--- config.mk ---
export PLATFORM = sky130hd
export DESIGN_NAME = rx_fsm
export DESIGN_NICKNAME = d
export VERILOG_FILES = /design/src/rtl/rx_fsm_pkg.sv /design/src/rtl/rx_fsm_edge_bit_counter.sv /design/src/rtl/rx_fsm.sv
export SDC_FILE = /design/constraint.sdc
export NUM_CORES = 1
export LEC_CHECK = 0
export ABC_AREA = 1
export ABC_CLOCK_PERIOD_IN_PS = 2200
export CAP_MARGIN = 20
export CORE_AREA = 2 2 60 62
export DETAILED_ROUTE_END_ITERATION = 10
export DIE_AREA = 0 0 62 64
export PLACE_DENSITY = 0.84
export REMOVE_ABC_BUFFERS = 1
export SLEW_MARGIN = 20
export SYNTH_ARGS = -nofsm -noshare
export SYNTH_HDL_FRONTEND = slang
export SYNTH_SLANG_ARGS = --single-unit
--- constraint.sdc ---
create_clock -name rx_fsm_clk -period 2.2 [get_ports rx_fsm_clk]
set_input_delay 0.44 -clock rx_fsm_clk [delete_from_list [all_inputs] [get_ports rx_fsm_clk]]
set_output_delay 0.44 -clock rx_fsm_clk [all_outputs]
set_load 0.02 [all_outputs]
--- src/rtl/rx_fsm_pkg.sv ---
`default_nettype none
// ============================================================================
//  Module      : rx_fsm_pkg
//  Description : Shared definitions for the UART receiver control FSM.
//                - Frame state encodings: 3-bit binary.
//                - Minimum usable oversampling ratio.
//                - Position of the check strobes relative to mid-bit.
//  Revision    : 1.0  initial release
// ============================================================================
package rx_fsm_pkg;

    typedef enum logic [2:0] {
        IDLE   = 3'd0,
        START  = 3'd1,
        DATA   = 3'd2,
        PARITY = 3'd3,
        STOP   = 3'd4
    } rx_state_e;

    // Any prescale below this is raised to it, which keeps H+3 <= P-1.
    localparam int PRESCALE_MIN = 8;

    // The sampler votes on ticks H-1..H+1 and registers its result, so the
    // checkers may consume it at tick H+2.
    localparam int VOTE_OFFSET  = 2;

endpackage : rx_fsm_pkg
`default_nettype wire

--- src/rtl/rx_fsm_edge_bit_counter.sv ---
`default_nettype none
// ============================================================================
//  Module      : edge_bit_counter
//  Description : Oversample tick counter and bit counter for the UART RX FSM.
//                edge_cnt runs 0..last_edge and wraps. Each wrap advances
//                bit_cnt by one.
//  Ports       : clk_i        clock
//                rst_i        synchronous active-high reset
//                clr_i        clear both counters to 0
//                load_i       start a frame: edge_cnt=1, bit_cnt=0
//                en_i         count one tick
//                last_edge_i  P-1, the final tick of a bit
//                edge_cnt_o   tick index within the bit
//                bit_cnt_o    bit index within the frame
//                bit_end_o    edge_cnt_o == last_edge_i
//  Revision    : 1.0  initial release
// ============================================================================
module edge_bit_counter #(
    parameter int PRESCALE_W = 6,
    parameter int BIT_CNT_W  = 4
) (
    input  logic                  clk_i,
    input  logic                  rst_i,
    input  logic                  clr_i,
    input  logic                  load_i,
    input  logic                  en_i,
    input  logic [PRESCALE_W-1:0] last_edge_i,
    output logic [PRESCALE_W-1:0] edge_cnt_o,
    output logic [BIT_CNT_W-1:0]  bit_cnt_o,
    output logic                  bit_end_o
);

    logic [PRESCALE_W-1:0] edge_cnt_q, edge_cnt_d;
    logic [BIT_CNT_W-1:0]  bit_cnt_q,  bit_cnt_d;

    assign bit_end_o = (edge_cnt_q == last_edge_i);

    always_comb begin
        edge_cnt_d = edge_cnt_q;
        bit_cnt_d  = bit_cnt_q;
        if (clr_i) begin
            edge_cnt_d = '0;
            bit_cnt_d  = '0;
        end else if (load_i) begin
            // The start-detect cycle itself is tick 0.
            edge_cnt_d = PRESCALE_W'(1);
            bit_cnt_d  = '0;
        end else if (en_i) begin
            if (bit_end_o) begin
                edge_cnt_d = '0;
                bit_cnt_d  = bit_cnt_q + BIT_CNT_W'(1);
            end else begin
                edge_cnt_d = edge_cnt_q + PRESCALE_W'(1);
            end
        end
    end

    always_ff @(posedge clk_i) begin
        if (rst_i) begin
            edge_cnt_q <= '0;
            bit_cnt_q  <= '0;
        end else begin
            edge_cnt_q <= edge_cnt_d;
            bit_cnt_q  <= bit_cnt_d;
        end
    end

    assign edge_cnt_o = edge_cnt_q;
    assign bit_cnt_o  = bit_cnt_q;

endmodule : edge_bit_counter
`default_nettype wire

--- src/rtl/rx_fsm.sv ---
`default_nettype none
// ============================================================================
//  Module      : rx_fsm
//  Description : UART receiver control FSM. Sequences START, DATA, optional
//                PARITY and STOP bits, pulses the per-bit check strobes at
//                tick H+2, and reports an accepted frame on data_valid.
//  Ports       : rx_fsm_clk   oversampling clock
//                rx_fsm_rst   synchronous active-high reset
//                rx_in        serial line, idle high
//                prescale     oversampling ratio (values < 8 act as 8)
//                par_en       parity bit present
//                strt_glitch  start checker result
//                par_err      parity checker result
//                stp_err      stop checker result
//                edge_cnt     tick index within the bit
//                bit_cnt      bit index within the frame (start = 0)
//                dat_samp_en  sampler enable, high outside IDLE
//                deser_en     shift strobe (DATA)
//                strt_chk_en  start check strobe
//                par_chk_en   parity check strobe
//                stp_chk_en   stop check strobe
//                data_valid   one-cycle pulse, frame accepted
//                frame_err    (RX_FSM_ERR_FLAGS_EN) frame rejected pulse
//                glitch_abort (RX_FSM_ERR_FLAGS_EN) start glitch abort pulse
//  Options     : `define RX_FSM_ERR_FLAGS_EN adds frame_err / glitch_abort.
//  Revision    : 1.0  initial release
// ============================================================================
module rx_fsm
    import rx_fsm_pkg::*;
#(
    parameter int DATA_WIDTH = 8,
    parameter int PRESCALE_W = 6,
    parameter int BIT_CNT_W  = 4
) (
    input  logic                  rx_fsm_clk,
    input  logic                  rx_fsm_rst,
    input  logic                  rx_in,
    input  logic [PRESCALE_W-1:0] prescale,
    input  logic                  par_en,
    input  logic                  strt_glitch,
    input  logic                  par_err,
    input  logic                  stp_err,
    output logic [PRESCALE_W-1:0] edge_cnt,
    output logic [BIT_CNT_W-1:0]  bit_cnt,
    output logic                  dat_samp_en,
    output logic                  deser_en,
    output logic                  strt_chk_en,
    output logic                  par_chk_en,
    output logic                  stp_chk_en,
    output logic                  data_valid
`ifdef RX_FSM_ERR_FLAGS_EN
    ,
    output logic                  frame_err,
    output logic                  glitch_abort
`endif
);

    localparam logic [PRESCALE_W-1:0] c_prescale_min = PRESCALE_W'(PRESCALE_MIN);
    localparam logic [PRESCALE_W-1:0] c_vote_offset  = PRESCALE_W'(VOTE_OFFSET);
    localparam logic [BIT_CNT_W-1:0]  c_last_data    = BIT_CNT_W'(DATA_WIDTH);

    rx_state_e             state_q,      state_d;
    logic [PRESCALE_W-1:0] prescale_q,   prescale_d;
    logic                  par_flag_q,   par_flag_d;
    logic                  data_valid_q, data_valid_d;
`ifdef RX_FSM_ERR_FLAGS_EN
    logic                  frame_err_q,    frame_err_d;
    logic                  glitch_abort_q, glitch_abort_d;
`endif

    logic                  w_cnt_clr;
    logic                  w_cnt_load;
    logic                  w_cnt_en;
    logic                  w_bit_end;
    logic                  w_strb_hit;
    logic [PRESCALE_W-1:0] w_last_edge;
    logic [PRESCALE_W-1:0] w_strb_edge;

    // Timing derives only from the prescale latched at start detect, so a
    // prescale change mid-frame cannot disturb the current frame.
    assign w_last_edge = prescale_q - PRESCALE_W'(1);
    assign w_strb_edge = (prescale_q >> 1) + c_vote_offset;
    assign w_strb_hit  = (edge_cnt == w_strb_edge);

    edge_bit_counter #(
        .PRESCALE_W (PRESCALE_W),
        .BIT_CNT_W  (BIT_CNT_W)
    ) u_cnt (
        .clk_i       (rx_fsm_clk),
        .rst_i       (rx_fsm_rst),
        .clr_i       (w_cnt_clr),
        .load_i      (w_cnt_load),
        .en_i        (w_cnt_en),
        .last_edge_i (w_last_edge),
        .edge_cnt_o  (edge_cnt),
        .bit_cnt_o   (bit_cnt),
        .bit_end_o   (w_bit_end)
    );

    always_comb begin
        state_d        = state_q;
        prescale_d     = prescale_q;
        par_flag_d     = par_flag_q;
        data_valid_d   = 1'b0;
`ifdef RX_FSM_ERR_FLAGS_EN
        frame_err_d    = 1'b0;
        glitch_abort_d = 1'b0;
`endif
        w_cnt_clr      = 1'b0;
        w_cnt_load     = 1'b0;
        w_cnt_en       = 1'b0;
        dat_samp_en    = (state_q != IDLE);
        deser_en       = 1'b0;
        strt_chk_en    = 1'b0;
        par_chk_en     = 1'b0;
        stp_chk_en     = 1'b0;

        case (state_q)
            IDLE: begin
                if (!rx_in) begin
                    state_d    = START;
                    w_cnt_load = 1'b1;
                    par_flag_d = 1'b0;
                    prescale_d = (prescale < c_prescale_min) ? c_prescale_min : prescale;
                end
            end
            START: begin
                w_cnt_en    = 1'b1;
                strt_chk_en = w_strb_hit;
                if (w_bit_end) begin
                    if (strt_glitch) begin
                        state_d   = IDLE;
                        w_cnt_clr = 1'b1;
`ifdef RX_FSM_ERR_FLAGS_EN
                        glitch_abort_d = 1'b1;
`endif
                    end else begin
                        state_d = DATA;
                    end
                end
            end
            DATA: begin
                w_cnt_en = 1'b1;
                deser_en = w_strb_hit;
                // par_en only matters here, at the end of the last data bit.
                if (w_bit_end && (bit_cnt == c_last_data)) begin
                    state_d = par_en ? PARITY : STOP;
                end
            end
            PARITY: begin
                w_cnt_en   = 1'b1;
                par_chk_en = w_strb_hit;
                if (w_bit_end) begin
                    par_flag_d = par_err;
                    state_d    = STOP;
                end
            end
            STOP: begin
                w_cnt_en   = 1'b1;
                stp_chk_en = w_strb_hit;
                if (w_bit_end) begin
                    // Clearing here lets IDLE sample rx_in on the very next
                    // cycle, so a back-to-back start bit is not missed.
                    state_d   = IDLE;
                    w_cnt_clr = 1'b1;
                    if (!stp_err && !par_flag_q) begin
                        data_valid_d = 1'b1;
                    end else begin
`ifdef RX_FSM_ERR_FLAGS_EN
                        frame_err_d = 1'b1;
`endif
                    end
                end
            end
            default: begin
                state_d   = IDLE;
                w_cnt_clr = 1'b1;
            end
        endcase
    end

    always_ff @(posedge rx_fsm_clk) begin
        if (rx_fsm_rst) begin
            state_q        <= IDLE;
            prescale_q     <= c_prescale_min;
            par_flag_q     <= 1'b0;
            data_valid_q   <= 1'b0;
`ifdef RX_FSM_ERR_FLAGS_EN
            frame_err_q    <= 1'b0;
            glitch_abort_q <= 1'b0;
`endif
        end else begin
            state_q        <= state_d;
            prescale_q     <= prescale_d;
            par_flag_q     <= par_flag_d;
            data_valid_q   <= data_valid_d;
`ifdef RX_FSM_ERR_FLAGS_EN
            frame_err_q    <= frame_err_d;
            glitch_abort_q <= glitch_abort_d;
`endif
        end
    end

    assign data_valid   = data_valid_q;
`ifdef RX_FSM_ERR_FLAGS_EN
    assign frame_err    = frame_err_q;
    assign glitch_abort = glitch_abort_q;
`endif

endmodule : rx_fsm
`default_nettype wire
## After elaboration in Yosys (flattened, before gate mapping)

Index checks and enable logic that the tools add are counted.

| storage, ports and cells | value |
|---|---|
| logic and storage cells | 71 |
| input bits | 13 |
| flip-flop bits (word level) | 21 |
| output and inout port bits | 16 |

| operators by class | value |
|---|---|
| bitwise gates (word level) | 3 |
| $add $sub $neg | 4 |
| equal/unequal tests | 12 |
| multiplexer cells | 27 |
| order comparisons | 1 |
| reductions and logical operators | 17 |

Operators by type and width:

| cell | count |
|---|---|
| $mux 3 | 6 |
| $mux 1 | 15 |
| $pmux 3 s5 | 1 |
| $eq 6x6->1 | 2 |
| $mux 6 | 2 |
| $ne 2x2->1 const B | 5 |
| $reduce_or 3->1 | 3 |
| $add 5x2->6 const B | 1 |
| $add 6x1->6 const B | 1 |
| $eq 3x2->1 const B | 2 |
| $lt 6x4->1 const B | 1 |
| $sub 6x1->6 const B | 1 |
| $reduce_and 5->1 | 1 |
| $add 4x1->4 const B | 1 |
| $eq 4x4->1 const B | 1 |
| $reduce_and 2->1 | 2 |
| $reduce_bool 2->1 | 2 |
| $reduce_or 4->1 | 1 |
| $eq 3x1->1 const B | 1 |
| $eq 3x3->1 const B | 1 |
| $logic_not 3->1 | 1 |
| $not 1->1 | 3 |
| $pmux 1 s3 | 1 |
| $reduce_and 3->1 | 1 |
| other kinds (6) | 8 |

## Longest topological paths before layout

| logic depth | value |
|---|---|
| depth in word-level cells | 5 |
| depth in mapped cells | 13 |
| mapped depth without buffers | 13 |

## By module

A second synthesis with hierarchy kept.

| second synthesis, totals | value |
|---|---|
| cells, all modules | 230 |
| area total of the unflattened synthesis | 1515.2 sq um |

Modules (own cells, without submodules):

| module | cells an instance | seq. area each (sq um) | times used | area an instance (sq um) |
|---|---|---|---|---|
| rx_fsm | 131 | 220.2 | 1 | 873.3 |
| edge_bit_counter | 99 | 200.2 | 1 | 641.9 |

## Worst setup path before layout

No wires, ideal clock.

| path | value |
|---|---|
| path type | flip-flop to output port |
| start point | reg prescale_q[2] |
| end point | out par_chk_en |
| required time | 1760 ps |
| stages on the path, launching flop included | 7 |
| path buffers | 0 |
| setup slack | 58 ps |
| arrival | 1702 ps |
| cell sequence | dfxtp_1 > inv_2 > ha_1 > xor2_1 > nor3_1 > nand4_1 > nor3_1 |

| between the ends | value |
|---|---|
| cells in the longest elaborated chain, start to end | 3 |

Ends and longest elaborated chain:

| item | RTL line | RTL |
|---|---|---|
| start: declaration | rx_fsm.sv:63 | `logic [PRESCALE_W-1:0] prescale_q, prescale_d;` |
| start signal: assignment | rx_fsm.sv:185 | `prescale_q <= c_prescale_min;` |
| start signal: assignment | rx_fsm.sv:194 | `prescale_q <= prescale_d;` |
| $add 5x2->6 | rx_fsm.sv:82 | `assign w_strb_edge = (prescale_q >> 1) + c_vote_offset;` |
| $eq 6x6->1 | rx_fsm.sv:83 | `assign w_strb_hit = (edge_cnt == w_strb_edge);` |
| $mux 1 | rx_fsm.sv:118 | `case (state_q)` |
| end: declaration | rx_fsm.sv:48 | `output logic par_chk_en,` |

Every way passes these cells.

## Worst setup path after layout

Same ends and word-level chain as after synthesis.

==> impl_results.md <==
- Pleak: 0.8679 nW
- Worst setup EP type: output pin
- Synth-to-layout area growth: 31.40%
- First DRT Iteration DRCs: 40
- Area of the multi-input gates: 1031 sq um
- CTS sink cnt: 21
- Via count: 1443
- Nets: 275
- Number of buffers created by CTS: 3
- Chip height: 64 um
- CTS tree: done
- Max clock buf depth: 2
- Worst path required time: 1.76 ns
- Setup tns final: -0.1183 ns
- Row Count: 21
- FF+latch area: 422.9 sq um
- Core Footprint: 3284 sq um
- Cells after Synth: 211
- Largest net degree at the start of global routing: 13
- Power density over the cells: 1048 nW/um^2
- Final setup vio count: 4
- #FFs+latches synth: 21
- Peak Freq: 448.2 MHz
- Sequential fraction of the synthesis area: 27.05%
- Pre-antenna DRT Iters: 4
- Most frequent cells in the layout: 41 x nand2_1, 24 x clkdlybuf4s50_1, 21 x inv_1, 19 x dfxtp_1
- H-tree depth: 1
- First-pass GRT wire length: 6.134 mm
- Worst-Skew Late Latency: 0.30 ns
- Final WL: 3.661 mm
- Status: finished, violations left
- Initial core utilization: 47.31%
- DPL Wire Length: 2.860 mm
- Slew @ Worst Pin: 0.3931 ns
- Min Tclk post-route: 2.231 ns
- RSZ-0062 raised after global routing: yes
- Fin Hold WS: 0.4931 ns
- Worst-path fanout max: 4
- Clk_skew: 0.002877 ns
- Hold Path Class: register to register
- Slowest cell delay on critical path: 0.35 ns
- Cell Area, Synth: 1554 sq um
- Reg clk slew, reported paths: 0.12 ns
- Failing checks: setup timing
- CTS root buffer: clkbuf_4
- Tcrit/Tclk final: 101.4%
- DIE AREA: 3968 sq um
- Global route overflow: 0
- Ratio of cells with drive above 1 in the final layout: 25.59%
- CP max-delay cell: dfxtp_2
- Final Slew Violations: 0
- # fillers: 286
- Ports: 29
- WS Path Type: register to output pin
- GRT Total Usage: 20.77%
- Max-slew headroom: 73.80%
- N_diodes: 0
- DRT antenna net count: 0
- Die X: 62 um
- Peak VDD IR: 0.6332 mV
- Warnings from Yosys: 0
- Vias in the first global route: 1372
- Initial antenna violation count: 0
- MaxCap Viol Count: 0
- Final GP Congestion: 0.8631
- Synthesized area per cell: 7.365 sq um
- DR vias/cell: 4.810
- Critical-path cell list: buf_6, buf_4, xnor2_1, nor3_2, nand4_1, nor3_2, buf_4
- Count of different cell masters after synthesis: 35
- Most common cell after layout, fill and taps aside: nand2_1
- Routed WL per cell: 12.20 um
- PortBufs: 28
- DRC Markers: 0
- Critical path startpoint category: register
- Final Hold Violating Endpoints: 0
- Critical path arrival: 1.79 ns
- Final setup margin: -0.03139 ns
-- cells in the mapped netlist (all sizes together) --
cell type	number	area, sq um
a211oi	3	22.52
a21oi	18	93.84
a22oi	1	7.510
buf	4	31.27
clkinv	1	5.000
dfxtp	21	420.4
ha	7	87.58
inv	29	108.9
nand2	49	219.0
nand3	17	115.1
nand4	3	33.78
nor2	27	155.2
nor3	3	20.02
nor4	1	12.51
o211ai	1	7.510
o21ai	5	25.02
o21bai	1	18.77
o22ai	1	6.260
or2	1	6.260
xnor2	8	70.07
xor2	10	87.58
-- critical path, delay by kind of cell, from the launching register on --
kind          cells  cell delay [ns]
flops             1             0.35
simple gates      3             0.59
buf+inv           3             0.42
xor+xnor          1             0.13
-- path summary, 6_finish.rpt --
check | from | end | slack (ns) | depth (start not counted)
worst min register to register | u_cnt.bit_cnt_o[3] | u_cnt.bit_cnt_o[3] | 0.49 | 2
worst max register to register | prescale_q[0] | u_cnt.edge_cnt_o[5] | 0.30 | 9
worst max-delay path | prescale_q[2] | par_chk_en | -0.03 | 7
worst min-delay path | u_cnt.bit_cnt_o[3] | u_cnt.bit_cnt_o[3] | 0.49 | 2
-- power by group --
| part | internal [mW] | total (mW) | switching, mW |
|---|---|---|---|
| clock network | 0.0707 | 0.191 | 0.121 |
| registers | 0.455 | 0.547 | 0.0920 |
| logic | 0.557 | 1.40 | 0.844 |
| total | 1.08 | 2.14 | 1.06 |
-- metal layers --
metal	vias up	GRT usage [%]	wire length (um)
li1	757	-	-
met1	653	26.65	1704
met2	29	34.77	1768
met3	4	3.036	141
met4	0	6.383	47
met5	-	0	0
-- final cells by class --
class / instances / share of cell area, %
Timing Repair Buffer: 43 / 19.12
Sequential cell: 21 / 20.71
Clock buffer: 4 / 1.287
Tap cell: 46 / 2.819
Multi-Input combinational cell: 156 / 50.49
Inverter: 30 / 5.576
-- flip-flops by register name, summed over array words and instances, names as in the netlist --
name / cells
state_q: 3
par_flag_q: 1
data_valid: 1
u_cnt.bit_cnt_o: 4
u_cnt.edge_cnt_o: 6
prescale_q: 6
-- through the flow --
step	power, mW	worst slack (ns)	instances	instance area [sq um]	util [%]
floorplan	1.532	0.05791	207	1523	-
global placement	1.851	-0.2040	293	1951	59.39
detailed placement	1.869	-0.2851	293	1951	59.39
CTS	2.116	-0.1553	300	2022	61.56
global route	2.313	-0.1768	300	2042	62.17
finish	2.140	-0.03139	300	2042	62.17
-- logic make-up after synthesis --
logic type	share of synthesized area, %
AND/OR/NAND/NOR	36.15
XOR/XNOR	10.14
buffers and inverters	9.339
adder cells (fa/ha/maj)	5.636
AO/OA/AOI/OAI	11.68
flip-flops	27.05
-- timing repair --
item                                    4_1_cts  5_1_grt
setup buffers                                 3        0
hold buffers                                  0        0
endpoints found under the setup margin        4        4
pin swaps                                     7        7
gates resized for setup                      27        5
No activity file was read; power rests on OpenSTA's default activity.
